File: config.mk
export PLATFORM = sky130hd
export DESIGN_NAME = intersection_scheduler_flat
export DESIGN_NICKNAME = d
export VERILOG_FILES = /design/src/rtl/intersection_scheduler_pkg.sv /design/src/rtl/intersection_scheduler_if.sv /design/src/rtl/intersection_scheduler_phase_timer.sv /design/src/rtl/intersection_scheduler.sv /design/src/flat_wrapper.sv
export SDC_FILE = /design/constraint.sdc
export NUM_CORES = 1
export LEC_CHECK = 0
export BUFFER_PORTS_ARGS = -buffer_cell sky130_fd_sc_hd__buf_2
export CORE_ASPECT_RATIO = 1.4
export CORE_MARGIN = 1
export CORE_UTILIZATION = 53
export CTS_CLUSTER_SIZE = 8
export DETAILED_ROUTE_END_ITERATION = 12
export HOLD_SLACK_MARGIN = 0.03
export PLACE_DENSITY = 0.79
export RECOVER_POWER = 50
export REMOVE_ABC_BUFFERS = 1
export SETUP_SLACK_MARGIN = 0.02
export SYNTH_ARGS = -nofsm -noshare
export SYNTH_HDL_FRONTEND = slang
export SYNTH_SLANG_ARGS = --single-unit
export TNS_END_PERCENT = 5
File: constraint.sdc
create_clock -name clk -period 4.9 [get_ports clk]
set_input_delay 1.225 -clock clk [delete_from_list [all_inputs] [get_ports clk]]
set_output_delay 1.225 -clock clk [all_outputs]
set_load 0.01 [all_outputs]
File: src/rtl/intersection_scheduler_pkg.sv
// Shared state and lamp encodings for the intersection scheduler.
// Build option: ALL_RED_EN enables the all-red clearance phases.
package intersection_pkg;

  typedef logic [2:0] state_t;

  localparam state_t MAIN_GREEN  = 3'd0;
  localparam state_t MAIN_YELLOW = 3'd1;
  localparam state_t ALL_RED_A   = 3'd2;
  localparam state_t PED_WALK    = 3'd3;
  localparam state_t SIDE_GREEN  = 3'd4;
  localparam state_t SIDE_YELLOW = 3'd5;
  localparam state_t ALL_RED_B   = 3'd6;

  localparam logic [2:0] RGY_RED = 3'b100;
  localparam logic [2:0] RGY_YEL = 3'b010;
  localparam logic [2:0] RGY_GRN = 3'b001;

  function automatic logic [2:0] head_rgy(
    input state_t s,
    input state_t grn,
    input state_t yel
  );
    logic [2:0] r;
    r = RGY_RED;
    unique case (1'b1)
      (s == grn): r = RGY_GRN;
      (s == yel): r = RGY_YEL;
      default:    r = RGY_RED;
    endcase
    return r;
  endfunction

endpackage

File: src/rtl/intersection_scheduler_if.sv
// Request/lamp bundle between the controller and the intersection heads.
// master drives the requests and tick, slave is the scheduler.
interface intersection_scheduler_if #(
  parameter int CNT_W = 8
) ();
  logic             tick;
  logic             side_req;
  logic             ped_req;
  logic [2:0]       main_rgy;
  logic [2:0]       side_rgy;
  logic             walk;
  logic             ped_ack;
  logic [2:0]       state;
  logic [CNT_W-1:0] timer;

  modport master (
    output tick, side_req, ped_req,
    input  main_rgy, side_rgy, walk,
    input  ped_ack, state, timer
  );

  modport slave (
    input  tick, side_req, ped_req,
    output main_rgy, side_rgy, walk,
    output ped_ack, state, timer
  );
endinterface

File: src/rtl/intersection_scheduler_phase_timer.sv
// Loadable tick-enabled down-counter that saturates at zero.
// one flags the last tick of a timed phase.
module phase_timer #(
  parameter int               CNT_W   = 8,
  parameter logic [CNT_W-1:0] RST_VAL = '0
) (
  input  logic             clk,
  input  logic             rst,
  input  logic             tick,
  input  logic             load,
  input  logic [CNT_W-1:0] load_val,
  output logic [CNT_W-1:0] count,
  output logic             one
);

  logic [CNT_W-1:0] count_q, count_d;

  always_comb begin
    count_d = count_q;
    if (load) begin
      count_d = load_val;
    end else if (tick && count_q != '0) begin
      count_d = count_q - 1'b1;
    end
  end

  always_ff @(posedge clk) begin
    if (!rst) begin
      count_q <= RST_VAL;
    end else begin
      count_q <= count_d;
    end
  end

  assign count = count_q;
  assign one   = (count_q == CNT_W'(1));

endmodule

File: src/rtl/intersection_scheduler.sv
// Main/side/pedestrian right-of-way sequencer; sole grantor of green.
// Build option: ALL_RED_EN inserts the all-red clearance phases.
module intersection_scheduler
  import intersection_pkg::*;
#(
  parameter int CNT_W        = 8,
  parameter int T_GREEN_MIN  = 20,
  parameter int T_YELLOW     = 4,
  parameter int T_ALLRED     = 2,
  parameter int T_SIDE_GREEN = 15,
  parameter int T_WALK       = 10
) (
  input  logic                     clk,
  input  logic                     rst,
  intersection_scheduler_if.slave  bus
);

`ifdef ALL_RED_EN
  localparam bit ALL_RED = 1'b1;
`else
  localparam bit ALL_RED = 1'b0;
`endif

  localparam state_t RECOVER = ALL_RED ? ALL_RED_B : MAIN_GREEN;
  localparam state_t TO_MAIN = ALL_RED ? ALL_RED_B : MAIN_GREEN;

  state_t           state_q, state_d;
  logic             ped_pend_q, ped_pend_d;
  logic             ped_ack_q, ped_ack_d;
  logic [CNT_W-1:0] timer_val;
  logic [CNT_W-1:0] load_val;
  logic             timer_one;
  logic             load;
  logic             expire;
  logic             enter_walk;
  state_t           after_clear;

  assign expire      = bus.tick && timer_one;
  assign after_clear = ped_pend_q ? PED_WALK : SIDE_GREEN;

  always_comb begin
    state_d = state_q;
    unique case (state_q)
      MAIN_GREEN:
        if (timer_val == '0 && (bus.side_req || ped_pend_q))
          state_d = MAIN_YELLOW;
      MAIN_YELLOW:
        if (expire)
          state_d = ALL_RED ? ALL_RED_A : after_clear;
      ALL_RED_A:
        if (!ALL_RED)
          state_d = RECOVER;
        else if (expire)
          state_d = after_clear;
      PED_WALK:
        if (expire)
          state_d = bus.side_req ? SIDE_GREEN : TO_MAIN;
      SIDE_GREEN:
        if (expire)
          state_d = SIDE_YELLOW;
      SIDE_YELLOW:
        if (expire)
          state_d = TO_MAIN;
      ALL_RED_B:
        if (!ALL_RED)
          state_d = RECOVER;
        else if (expire)
          state_d = MAIN_GREEN;
      default:
        state_d = RECOVER;
    endcase
  end

  // every entered phase reloads its own duration
  always_comb begin
    load_val = CNT_W'(T_GREEN_MIN);
    unique case (state_d)
      MAIN_GREEN:  load_val = CNT_W'(T_GREEN_MIN);
      MAIN_YELLOW: load_val = CNT_W'(T_YELLOW);
      ALL_RED_A:   load_val = CNT_W'(T_ALLRED);
      PED_WALK:    load_val = CNT_W'(T_WALK);
      SIDE_GREEN:  load_val = CNT_W'(T_SIDE_GREEN);
      SIDE_YELLOW: load_val = CNT_W'(T_YELLOW);
      ALL_RED_B:   load_val = CNT_W'(T_ALLRED);
      default:     load_val = CNT_W'(T_GREEN_MIN);
    endcase
  end

  assign load       = (state_d != state_q);
  assign enter_walk = load && (state_d == PED_WALK);

  // clearing on walk entry beats a coincident button press
  always_comb begin
    ped_pend_d = ped_pend_q | bus.ped_req;
    if (enter_walk) ped_pend_d = 1'b0;
    ped_ack_d = enter_walk;
  end

  always_ff @(posedge clk) begin
    if (!rst) begin
      state_q    <= MAIN_GREEN;
      ped_pend_q <= 1'b0;
      ped_ack_q  <= 1'b0;
    end else begin
      state_q    <= state_d;
      ped_pend_q <= ped_pend_d;
      ped_ack_q  <= ped_ack_d;
    end
  end

  phase_timer #(
    .CNT_W   (CNT_W),
    .RST_VAL (CNT_W'(T_GREEN_MIN))
  ) u_timer (
    .clk      (clk),
    .rst      (rst),
    .tick     (bus.tick),
    .load     (load),
    .load_val (load_val),
    .count    (timer_val),
    .one      (timer_one)
  );

  assign bus.main_rgy = head_rgy(state_q, MAIN_GREEN, MAIN_YELLOW);
  assign bus.side_rgy = head_rgy(state_q, SIDE_GREEN, SIDE_YELLOW);
  assign bus.walk     = (state_q == PED_WALK);
  assign bus.ped_ack  = ped_ack_q;
  assign bus.state    = state_q;
  assign bus.timer    = timer_val;

endmodule
File: src/flat_wrapper.sv
// flat-port wrapper written by rule: the top's interface ports become plain ports
module intersection_scheduler_flat import intersection_pkg::*;
#(
  parameter int CNT_W        = 8,
  parameter int T_GREEN_MIN  = 20,
  parameter int T_YELLOW     = 4,
  parameter int T_ALLRED     = 2,
  parameter int T_SIDE_GREEN = 15,
  parameter int T_WALK       = 10
)
  (clk, rst, bus_tick, bus_side_req, bus_ped_req, bus_main_rgy, bus_side_rgy, bus_walk, bus_ped_ack, bus_state, bus_timer);
  intersection_scheduler_if #(.CNT_W(CNT_W)) bus_i ();
  input  logic clk;
  input  logic rst;
  input wire logic [$bits(bus_i.tick)-1:0] bus_tick;
  input wire logic [$bits(bus_i.side_req)-1:0] bus_side_req;
  input wire logic [$bits(bus_i.ped_req)-1:0] bus_ped_req;
  output wire logic [$bits(bus_i.main_rgy)-1:0] bus_main_rgy;
  output wire logic [$bits(bus_i.side_rgy)-1:0] bus_side_rgy;
  output wire logic [$bits(bus_i.walk)-1:0] bus_walk;
  output wire logic [$bits(bus_i.ped_ack)-1:0] bus_ped_ack;
  output wire logic [$bits(bus_i.state)-1:0] bus_state;
  output wire logic [$bits(bus_i.timer)-1:0] bus_timer;
  assign bus_i.tick = bus_tick;
  assign bus_i.side_req = bus_side_req;
  assign bus_i.ped_req = bus_ped_req;
  assign bus_main_rgy = bus_i.main_rgy;
  assign bus_side_rgy = bus_i.side_rgy;
  assign bus_walk = bus_i.walk;
  assign bus_ped_ack = bus_i.ped_ack;
  assign bus_state = bus_i.state;
  assign bus_timer = bus_i.timer;
  intersection_scheduler #(.CNT_W(CNT_W), .T_GREEN_MIN(T_GREEN_MIN), .T_YELLOW(T_YELLOW), .T_ALLRED(T_ALLRED), .T_SIDE_GREEN(T_SIDE_GREEN), .T_WALK(T_WALK)) u_core (.clk(clk), .rst(rst), .bus(bus_i));
endmodule
=== Word level (Yosys, flattened, before mapping) ===
Index checks and enable logic that the tools add are counted.

* Latch bits: 0
* Register bits: 13
* Word-level logic and storage cells: 44
* Output and inout bits: 19
* Bits in read-only memories: 0
* Bits in writable memories: 0
* Memories kept: 0

* Multiplexer cells: 13
* Shifts and indexed selects: 0
* $mul: 0
* Div/mod/pow operators: 0
* $add $sub $neg: 1
* Reductions and logical operators: 12
* Bitwise gates (word level): 2
* Equality and inequality tests: 12
* Order comparisons: 0

{| class="wikitable"
|+ Operators with widths
! operator !! number
|-
| 2-to-1 mux 3 bit || 7
|-
| one-hot mux 5 bit (4 select lines) || 1
|-
| 2-to-1 mux 8 bit || 2
|-
| == test 3 bit (second input constant) || 5
|-
| one-hot mux 3 bit (5 select lines) || 1
|-
| one-hot mux 3 bit (2 select lines) || 2
|-
| == test 3 x 2 -> 1 bit (second input constant) || 3
|-
| == test 8 x 1 -> 1 bit (second input constant) || 1
|-
| logical NOT 8 bit || 1
|-
| nonzero test 8 bit || 1
|-
| subtractor 8 x 1 -> 8 bit (second input constant) || 1
|-
| == test 3 x 1 -> 1 bit (second input constant) || 2
|-
| OR reduction 2 bit || 3
|-
| logical AND 1 bit || 4
|-
| logical NOT 3 bit || 1
|-
| != test 3 bit || 1
|-
| nonzero test 2 bit || 1
|-
| logical OR 1 bit || 1
|-
| NOT 1 bit || 1
|-
| bitwise OR 1 bit || 1
|}

=== Longest topological paths before layout ===
Gate-level depths: netlist of the first run.

* Depth after elaboration: 8
* Depth in mapped cells: 12

=== By module ===
From an unflattened synthesis of the first run, not the netlist that was laid out.

* Cells, all modules: 113
* Area, all modules: 939.7 um2

{| class="wikitable"
|+ Modules (own cells, without submodules)
! module !! cells each !! area an instance (um2) !! times used
|-
| phase_timer || 62 || 530.5 || 1
|-
| intersection_scheduler || 51 || 409.1 || 1
|}

=== Least setup slack after synthesis of the first run ===
Ideal clock, no wire load.

* Path kind: input -> register
* Start: input port bus_tick
* End: register u_core.u_timer.count_q[2], in the netlist u_core.u_timer.count[2]
* Data arrival time: 2.852 ns
* Path buffers: 0
* Library setup time: 0.123 ns
* Setup slack: 1.925 ns
* Stages on the path: 10
* Data required time: 4.777 ns
* Cells stage by stage: and4bb_1 > and2_1 > a21oi_1 > o21ai_0 > o21ai_0 > inv_1 > ha_1 > a21bo_1 > o2111ai_1 > mux2_1

* Longest elaborated chain between the ends: 7
* Elaborated cells on any way between the ends: 19
* Classes of those cells: eq/ne: 7; mux: 7; reduce/logical: 5

{| class="wikitable"
|+ RTL lines
! what !! RTL line !! source
|-
| start, declared || flat_wrapper.sv:15 || <nowiki>input wire logic [$bits(bus_i.tick)-1:0] bus_tick;</nowiki>
|-
| logical AND 1 bit (*) || intersection_scheduler.sv:38 || <nowiki>assign expire = bus.tick && timer_one;</nowiki>
|-
| 2-to-1 mux 3 bit (on tied branches) || -- ||
|-
| one-hot mux 3 bit (5 select lines) (*) || intersection_scheduler.sv:43 || <nowiki>unique case (state_q)</nowiki>
|-
| net u_core.state_d[0] || intersection_scheduler.sv:27 || <nowiki>state_t state_q, state_d;</nowiki>
|-
| == test 3 x 2 -> 1 bit, or another cell as far along || intersection_scheduler.sv:77 || <nowiki>unique case (state_d)</nowiki>
|-
| OR reduction 2 bit (no source line) || -- ||
|-
| one-hot mux 5 bit (4 select lines) || intersection_scheduler.sv:77 ||
|-
| 2-to-1 mux 8 bit || intersection_scheduler_phase_timer.sv:20 || <nowiki>if (load) begin</nowiki>
|-
| end signal, assigned || intersection_scheduler_phase_timer.sv:31 || <nowiki>count_q <= count_d;</nowiki>
|-
| end, declared || intersection_scheduler_phase_timer.sv:16 || <nowiki>logic [CNT_W-1:0] count_q, count_d;</nowiki>
|}

The timed path passes the listed nets; every way through them passes the cells marked *.
A chain may end at the register's enable or synchronous reset.

=== Final worst setup path of the first run ===
Ends and elaborated chain as after synthesis.

==> results.toml, run 1 <==
[place]
placed_area_sq_um = 1110
io_buffer_count = 23
hpwl_mm = 1.828
gp_congestion = 0.8699

[critical_path]
worstSetupStartpointType = "input port"
worstReg2RegStart = "u_core.u_timer.count[0]"
worstPathMaxFanout = 5
ff2ff_setup_slack_ns = 2.09
cp_top_family = "compound AO/OA/AOI/OAI gates"
rr_worst_depth = 12
worst_path_largest_cell_delay_ns = 0.29
crit_chain = "clkbuf_1, and4bb_1, and2_0, a21oi_1, o21ai_0, o21ai_0, inv_1, ha_1, a21bo_1, o2111ai_1, mux2_1"
cp_slowest_cell = "mux2_1"
critPathKind = "input port to flip-flop"
worstPathRequired_ns = 5.07
r2r-end = "u_core.u_timer.count[2]"
arrival_ns = 3.24
crit_path_start = "bus_tick"
path_common_cell = "o21ai_0"
crit_path_end_kind = "flip-flop"
timing.critical_path.buf_inv = 2

[cts]
ctsResizeCount = 0
cts_sinks = 13
post-cts-setup-buffers = 0
clkSlewWorstSetupHoldPaths_ns = 0.08
htreeDepth = 1
cts_tree = "yes"
cts_made_buffers = 3
cts-root-buf = "clkbuf_4"
clk_latency_ns = 0.28
hold_buffers = 0
clock_path_buffers = 2

[synthesis]
synth.distinct_cells = 46
synthFlopType = "dfxtp_1"
synth_area_sq_um = 980.9
yosysTopAreaCell = "dfxtp_1"
async_reset_ff_share_pct = 0
ys_seq_area_share_pct = 26.53
yosys_register_bits = 13
yosysWarnings = 0
syn_inst = 123
synth-edff-count = 0
syn_avg_cell_area_sq_um = 7.975
synth.top_cell.area_share_pct = 26.53
yosys-top-cells-area = "dfxtp_1, ha_1, nor2_1"

[sta]
finalSetupViolations = 0
rsz0062_at_grt = "no"
tightest_slew_ns = 0.4299
report.final.slew_viol_count = 0
finClkSkew_ns = 0.002468
tns_ns = 0
max_slew_margin_pct = 71.04
fmax_mhz = 325.5
post-route-min-period_ns = 3.072
timing.final.crit_share_pct = 62.70
hold_violations = 0

[power]
irDropWorstVdd_mv = 0.1599
pwr-share-comb_pct = 19.2
switching_share_pct = 30.57
p_switching_uw = 70.52
finalPower_uw = 230.7
seqPwrFrac_pct = 51.6
power.density_nw_per_um2 = 206.9
p_int_uw = 160.2
leakage_nw = 0.4122
clock_power_share_pct = 29.2

[floorplan]
die-area_sq_um = 2029
ios = 24
die_h_microns = 52.91
core_area_sq_um = 1757
die_w_microns = 38.36
rows = 18
initial_core_util_pct = 55.84

[detailed_routing]
totalWireLength_mm = 2.413
route.detailed.wl_per_inst_microns = 14.45
ant_nets = 0
drc_errors = 0
num_vias = 1046
post_drt_via_cell_ratio = 6.263
drtIter0Drc = 43
firstDrtPassIters = 4

[final_layout]
syn2layout_area_growth_pct = 13.65
fin_nets = 159
antenna_cells = 0
regArea_sq_um = 260.3
fill_cells = 161
final_cell_mix = "clkbuf_1, dfxtp_1, nor2_1"
design_area_sq_um = 1115
multi_input_area_sq_um = 670.6
final_common_cell = "clkbuf_1"
drive_gt1_share_pct = 15.65

[min_path]
hold_start = "u_core.u_timer.count[7]"
holdPathStages = 2
min_path_type = "flip-flop to flip-flop"
whs_endpoint = "u_core.u_timer.count[7]"

[grt]
grt_antenna_before_repair = 0
grt_pass1_wl_mm = 3.898
track_usage_pct = 26.72
gr-total-overflow = 0
grt_start_max_net_pins = 13
grt_pass1_vias = 941

[job]
drv_cap = 0

[status]
outcome = "finished clean"
-- per-stage QoR --
step                hold slack [ns]  instances  setup WS, ns  util (%)
floorplan                    0.5550        120         1.919         -
global route                 0.6467        167         1.632     63.46
global placement             0.5814        163         1.699     63.18
CTS                          0.6109        167         1.876     64.67
finish                       0.6136        167         1.828     63.46
detailed placement           0.5912        163         1.644     63.18
-- power groups by stage --
stage	registers (mW)	logic, mW	clock network, mW
after floorplan	0.122	0.0291	0
after global placement	0.121	0.0436	0
after detailed placement	0.121	0.0446	0
after CTS	0.119	0.0451	0.0677
after global routing	0.120	0.0490	0.0718
final	0.119	0.0442	0.0673
-- cell families (layout without fill, tap and decap cells) --
family / Yosys count / in the layout / share of synthesized area (%)
AND/OR/NAND/NOR: 51 / 51 / 30.36
AO/OA/AOI/OAI: 34 / 34 / 24.24
flip-flops: 13 / 13 / 26.53
buffers and inverters: 12 / 36 / 4.592
adder cells (fa/ha/maj): 6 / 6 / 7.653
XOR/XNOR: 5 / 5 / 4.464
multiplexers: 2 / 2 / 2.168
-- registers in the layout, summed over array words and instances, names as in the netlist --
register              cells
u_core.ped_pend_q         1
u_core.bus.state          3
u_core.u_timer.count      8
u_core.bus.ped_ack        1
-- layer usage --
metal	vias to the layer above	routed length, microns	track usage (%)
met1	493	961	31.50
met4	0	57	12.07
met3	9	130	1.261
met2	46	1264	48.02
li1	498	-	-
met5	-	0	0
-- cells in the mapped netlist (all sizes together), types with 2 or more instances --
library cell / instances
or2: 2
ha: 6
a31oi: 2
clkbuf: 3
o2111ai: 2
a21oi: 8
nand3b: 2
dfxtp: 13
nand3: 3
nor3: 7
nand2b: 2
and2: 3
o21ai: 9
xor2: 4
nand2: 10
inv: 8
o211ai: 2
nor2: 12
nand4: 2
-- area by class of cell --
cell class	instances	area share (%)
clock buffers	4	2.357
inverters	9	3.030
repair buffers	23	8.866
well taps	20	2.245
multi-input cells	98	60.16
flip-flops and latches	13	23.34
-- worst max-delay path by stage --
| stage | cells after the start | endpoint |
|---|---|---|
| 6_report | 11 | u_core.u_timer.count[2] |
| 5_1_grt | 11 | u_core.u_timer.count[2] |
| 4_1_cts | 11 | u_core.u_timer.count[2] |
| 3_5_place_dp | 11 | u_core.u_timer.count[2] |
| 3_3_place_gp | 11 | u_core.u_timer.count[2] |
| 2_1_floorplan | 10 | u_core.u_timer.count[2] |
-- tightest hold or removal path: cells and delay by family, from the launching register on --
family,cells,cell delay (ns)
AND/OR/NAND/NOR,1,0.05
flip-flops,1,0.35
XOR/XNOR,1,0.17
No activity file was read; power rests on OpenSTA's default activity.
==> run 2, diff against run 1 <==
--- a/config.mk
+++ b/config.mk
@@ -5,14 +5,15 @@
 export SDC_FILE = /design/constraint.sdc
 export NUM_CORES = 1
 export LEC_CHECK = 0
+export ABC_AREA = 1
 export BUFFER_PORTS_ARGS = -buffer_cell sky130_fd_sc_hd__buf_2
 export CORE_ASPECT_RATIO = 1.4
 export CORE_MARGIN = 1
-export CORE_UTILIZATION = 53
+export CORE_UTILIZATION = 47
 export CTS_CLUSTER_SIZE = 8
 export DETAILED_ROUTE_END_ITERATION = 12
 export HOLD_SLACK_MARGIN = 0.03
-export PLACE_DENSITY = 0.79
+export PLACE_DENSITY = 0.74
 export RECOVER_POWER = 50
 export REMOVE_ABC_BUFFERS = 1
 export SETUP_SLACK_MARGIN = 0.02
==> constraint.sdc (replaced) <==
create_clock -name clk -period 2.7 [get_ports clk]
set_input_delay 0.675 -clock clk [delete_from_list [all_inputs] [get_ports clk]]
set_output_delay 0.675 -clock clk [all_outputs]
set_load 0.01 [all_outputs]
==> results.toml, run 2 <==
[status]
outcome = "finished clean"

[synthesis]
synth.distinct_cells = 26
synth_top_cells_by_count = "nand2_1, inv_1, nor2_1, nand3_1, dfxtp_1"
synth_compound_area_share_pct = 7.809
yosys_register_bits = 13
synth-edff-count = 0
synth_area_sq_um = 993.5
yosysTopAreaCell = "dfxtp_1"
synthAdderAreaFrac_pct = 7.557
syn_avg_cell_area_sq_um = 6.493
synth_top_family_by_area = "simple AND/OR/NAND/NOR gates"
synth.top_cell.area_share_pct = 26.20
yosys-top-cells-area = "dfxtp_1, nand2_1, inv_1"
ys_seq_area_share_pct = 26.20
synthFlopType = "dfxtp_1"
yosysMostFrequentCell = "nand2_1"
yosysWarnings = 0
syn_inst = 153
synthXorXnorAreaFrac_pct = 5.290
synth_simple_gate_area_share_pct = 42.57
muxShareOfSynthArea_pct = 0
async_reset_ff_share_pct = 0

[critical_path]
worstPathMaxFanout = 5
arrival_ns = 2.32
critPathKind = "flip-flop to flip-flop"
worstReg2RegStart = "u_core.u_timer.count[1]"
rr_worst_depth = 14
ff2ff_setup_slack_ns = 0.56
crit_path_end_kind = "flip-flop"
worstPathRequired_ns = 2.88
r2r-end = "u_core.u_timer.count[2]"
worstSetupStartpointType = "flip-flop"

[final_layout]
final_cell_mix = "nand2_1, inv_1, nor2_1"
fin_nets = 191
syn2layout_area_growth_pct = 13.22
antenna_cells = 0
final_core_util_pct = 57.01
drive_gt1_share_pct = 16.76
final_common_cell = "nand2_1"
largest_register_ffs = 8
fill_cells = 208

[cts]
cts-root-buf = "clkbuf_4"
ctsResizeCount = 0
cts_tree = "yes"
clk_latency_ns = 0.28
cts_sinks = 13
cts_made_buffers = 3
htreeDepth = 1
post-cts-setup-buffers = 0
clock_path_buffers = 2
hold_buffers = 0
clkSlewWorstSetupHoldPaths_ns = 0.08

[sta]
tightest_slew_ns = 0.5378
timing.final.crit_share_pct = 79.14
finalSetupViolations = 0
post-route-min-period_ns = 2.137
finClkSkew_ns = 0.002683
tns_ns = 0
hold_violations = 0
fmax_mhz = 468.0
max_slew_margin_pct = 63.91
rsz0062_at_grt = "no"
report.final.slew_viol_count = 0

[floorplan]
ios = 24
core_area_sq_um = 1973
rows = 19
die_h_microns = 56.40
die_w_microns = 40.86
initial_core_util_pct = 50.35
die-area_sq_um = 2304

[job]
drv_cap = 0

[min_path]
hold_start = "u_core.u_timer.count[1]"
whs_endpoint = "u_core.u_timer.count[1]"
min_path_type = "flip-flop to flip-flop"
holdPathStages = 2

[power]
power.density_nw_per_um2 = 410.0
leakage_nw = 0.5702
finalPower_uw = 461.2
irDropWorstVdd_mv = 0.3053

[detailed_routing]
ant_nets = 0
totalWireLength_mm = 2.416
route.detailed.wl_per_inst_microns = 12.08
drc_errors = 0
firstDrtPassIters = 4
num_vias = 1046
drtIter0Drc = 39
post_drt_via_cell_ratio = 5.230

[grt]
gr-total-overflow = 0
grt_pass1_wl_mm = 3.636
grt_pass1_vias = 917
grt_start_max_net_pins = 12
grt_antenna_before_repair = 0
track_usage_pct = 22.77

[place]
io_buffer_count = 23
hpwl_mm = 1.973
gp_congestion = 0.9148
[run 2: cells by family (layout without fill, tap and decap cells)]
kind of cell / count (synthesis) / after routing
simple gates: 89 / 89
flops: 13 / 13
xor+xnor: 6 / 6
buf+inv: 26 / 52
compound gates: 13 / 13
fa+ha+maj: 6 / 6
[run 2: per-stage QoR]
| step | instance area (sq um) | cells | worst slack [ns] | hold WS, ns |
|---|---|---|---|---|
| floorplan | 982.2 | 152 | 0.7559 | 0.5215 |
| global placement | 1124 | 196 | 0.5749 | 0.4941 |
| detailed placement | 1124 | 196 | 0.5101 | 0.5023 |
| CTS | 1150 | 200 | 0.6629 | 0.5148 |
| global route | 1125 | 200 | 0.3413 | 0.5301 |
| finish | 1125 | 200 | 0.5633 | 0.5094 |
[run 2: cell type report]
type / count / area [sq um] / area share [%]
inverter: 25 / 93.84 / 8.343
multi-input combinational: 114 / 619.3 / 55.06
timing repair buffer: 23 / 98.84 / 8.788
tap: 21 / 26.28 / 2.336
clock buffer: 4 / 26.28 / 2.336
sequential: 13 / 260.3 / 23.14
[run 2: critical path, cell delays in order, from the launching register on]
cell and delay [ns]:
dfxtp_1 0.33, inv_1 0.11, ha_1 0.18, nand2_1 0.05
nor2_1 0.20, nand2_2 0.11, nand2_1 0.10, nand2_2 0.06
nand2_1 0.15, ha_1 0.18, nand4_1 0.17, nand3b_1 0.17
nand3_1 0.09, nand3_1 0.08, nand2_1 0.06
[run 2: worst max-delay path by stage]
stage,cells after the start,endpoint,start
floorplan,12,u_core.u_timer.count[2],bus_tick
finish,14,u_core.u_timer.count[2],u_core.u_timer.count[1]
global placement,13,u_core.u_timer.count[2],bus_tick
CTS,14,u_core.u_timer.count[2],u_core.u_timer.count[1]
detailed placement,13,u_core.u_timer.count[2],bus_tick
global route,16,u_core.u_timer.count[2],u_core.u_timer.count[1]
[run 2: report_power, final]
group | internal [mW] | total (mW) | switching [mW]
clock network | 0.0574 | 0.123 | 0.0660
logic | 0.0461 | 0.119 | 0.0728
registers | 0.204 | 0.219 | 0.0150
[run 2: metal layers]
metal	routed length (microns)	GRT usage [%]
met1	1039	24.94
met2	1264	39.29
met3	71	3.557
met4	42	10.00
met5	0	0
==> run 3, diff against run 2 <==
--- a/config.mk
+++ b/config.mk
@@ -5,7 +5,7 @@
 export SDC_FILE = /design/constraint.sdc
 export NUM_CORES = 1
 export LEC_CHECK = 0
-export ABC_AREA = 1
+export ABC_AREA = 0
 export BUFFER_PORTS_ARGS = -buffer_cell sky130_fd_sc_hd__buf_2
 export CORE_ASPECT_RATIO = 1.4
 export CORE_MARGIN = 1
==> constraint.sdc (replaced) <==
create_clock -name clk -period 1.9 [get_ports clk]
set_input_delay 0.475 -clock clk [delete_from_list [all_inputs] [get_ports clk]]
set_output_delay 0.475 -clock clk [all_outputs]
set_load 0.01 [all_outputs]
==> results.toml, run 3 (synthesized netlist as in run 1, its figures left out) <==
[grt]
grt_pass1_wl_mm = 5.016
gr-total-overflow = 0
track_usage_pct = 31.83
grt_antenna_before_repair = 0
grt_start_max_net_pins = 11
grt_pass1_vias = 1159

[floorplan]
initial_core_util_pct = 49.71
die_w_microns = 40.61
rows = 19
core_area_sq_um = 1973
die-area_sq_um = 2276
die_h_microns = 56.06
ios = 24

[critical_path]
worstPathMaxFanout = 3
arrival_ns = 2.47
worstReg2RegStart = "u_core.u_timer.count[1]"
crit_path_start = "u_core.u_timer.count[1]"
cp_top_family = "simple AND/OR/NAND/NOR gates"
critPathKind = "flip-flop to flip-flop"
crit_path_end_kind = "flip-flop"
crit_chain = "inv_4, ha_4, and4bb_1, buf_6, and4_4, a21oi_2, nor2_2, inv_2, buf_6, ha_4, inv_2, o2111ai_2, mux2_4"
timing.critical_path.buf_inv = 5
worstPathRequired_ns = 2.08
cp_slowest_cell = "dfxtp_2"
worstSetupStartpointType = "flip-flop"
worst_path_largest_cell_delay_ns = 0.35

[detailed_routing]
firstDrtPassIters = 4
drc_errors = 0
post_drt_via_cell_ratio = 5.986
num_vias = 1245
ant_nets = 0
drtIter0Drc = 54
totalWireLength_mm = 3.619
route.detailed.wl_per_inst_microns = 17.40

[sta]
finClkSkew_ns = 0.01046
rsz0062_at_grt = "yes"
fin_ws_ns = -0.3849
holdWs_ns = 0.4746
hold_violations = 0
report.final.slew_viol_count = 0
timing.final.crit_share_pct = 120.3
fmax_mhz = 437.7
post-route-min-period_ns = 2.285
max_slew_margin_pct = 74.19
tightest_slew_ns = 0.3821
finalSetupViolations = 10

[cts]
cts_made_buffers = 3
htreeDepth = 1
hold_buffers = 0
clock_path_buffers = 2
clkSlewWorstSetupHoldPaths_ns = 0.09
cts_tree = "yes"
cts-root-buf = "clkbuf_4"
cts_sinks = 13
clk_latency_ns = 0.30

[min_path]
hold_start = "bus_ped_req"
min_path_type = "input port to flip-flop"

[final_layout]
final_common_cell = "buf_4"
final_cell_mix = "buf_4, buf_2, nor2_1, dfxtp_1, nand2_1"
drive_gt1_share_pct = 54.55
syn2layout_area_growth_pct = 60.84
antenna_cells = 0
final_core_util_pct = 79.96
largest_register_ffs = 8
fill_cells = 123
fin_nets = 199

[place]
hpwl_mm = 2.412
gp_congestion = 0.8716
io_buffer_count = 23

[status]
failed_checks = "setup timing"
outcome = "finished with violations"

[power]
irDropWorstVdd_mv = 0.3472
leakage_nw = 0.6785
power.density_nw_per_um2 = 448.9

[job]
drv_cap = 0
run 3: changes by cell type in the layout (fill, tap and decap cells not counted), sizes merged, moves of 3 or more:
| cell | before | now |
|---|---|---|
| buf | 10 | 61 |
| nand2 | 38 | 10 |
| inv | 24 | 8 |
| nand3 | 17 | 3 |
| clkbuf | 17 | 6 |
| nor2 | 21 | 12 |
| o21ai | 5 | 9 |
| a21oi | 5 | 8 |
| and2 | 0 | 3 |
| nand4 | 5 | 2 |
run 3: worst paths after layout:
check	to	slack (ns)	cells past startpoint
min	u_core.ped_pend_q	0.47	3
max	u_core.u_timer.count[2]	-0.38	13
min reg2reg	u_core.u_timer.count[6]	0.69	3
max reg2reg	u_core.u_timer.count[2]	-0.38	13
run 3: per-stage QoR:
stage                     std cells  setup TNS, ns  worst slack (ns)  instance area [sq um]  total power, mW
after floorplan                 120         -1.472           -0.5474                  969.7           0.3894
after global placement          199         -1.679           -0.4062                   1374           0.4723
after global routing            208         -2.803           -0.4498                   1578           0.7284
after detailed placement        199         -2.557           -0.5447                   1374           0.4803
final                           208         -1.955           -0.3849                   1578           0.7083
after CTS                       205         -1.750           -0.3409                   1458           0.6750
run 3: layout make-up:
type	count	area [sq um]	share of cell area [%]
clock buffer	4	26.28	1.665
inverter	9	36.28	2.300
multi-input combinational	98	800.8	50.75
sequential	13	262.8	16.65
tap	21	26.28	1.665
timing repair buffer	63	425.4	26.96
run 3: timing repair:
action	4_1_cts	5_1_grt
pin swaps	9	6
endpoints found under the setup margin	10	10
gates resized for setup	15	27
buffers inserted	2	3
run 3: where the power goes:
group | internal [mW] | switching [mW] | total (mW)
Sequential | 0.286 | 0.0182 | 0.304
Combinational | 0.110 | 0.107 | 0.217
Clock | 0.0818 | 0.105 | 0.187
run 3: worst reg2reg max path: stages, from the launching register on:
cell and delay [ns]:
dfxtp_2 0.35, inv_4 0.08, ha_4 0.13, and4bb_1 0.27
buf_6 0.14, and4_4 0.23, a21oi_2 0.04, nor2_2 0.15
inv_2 0.08, buf_6 0.13, ha_4 0.15, inv_2 0.06
o2111ai_2 0.10, mux2_4 0.27
run 3: routing by layer:
layer | global-route usage [%] | vias up | share of wire (%)
li1 | - | 576 | -
met1 | 33.59 | 593 | 40
met2 | 50.34 | 61 | 53
met3 | 8.800 | 15 | 4.4
met4 | 21.90 | 0 | 2.3
met5 | 0 | - | 0
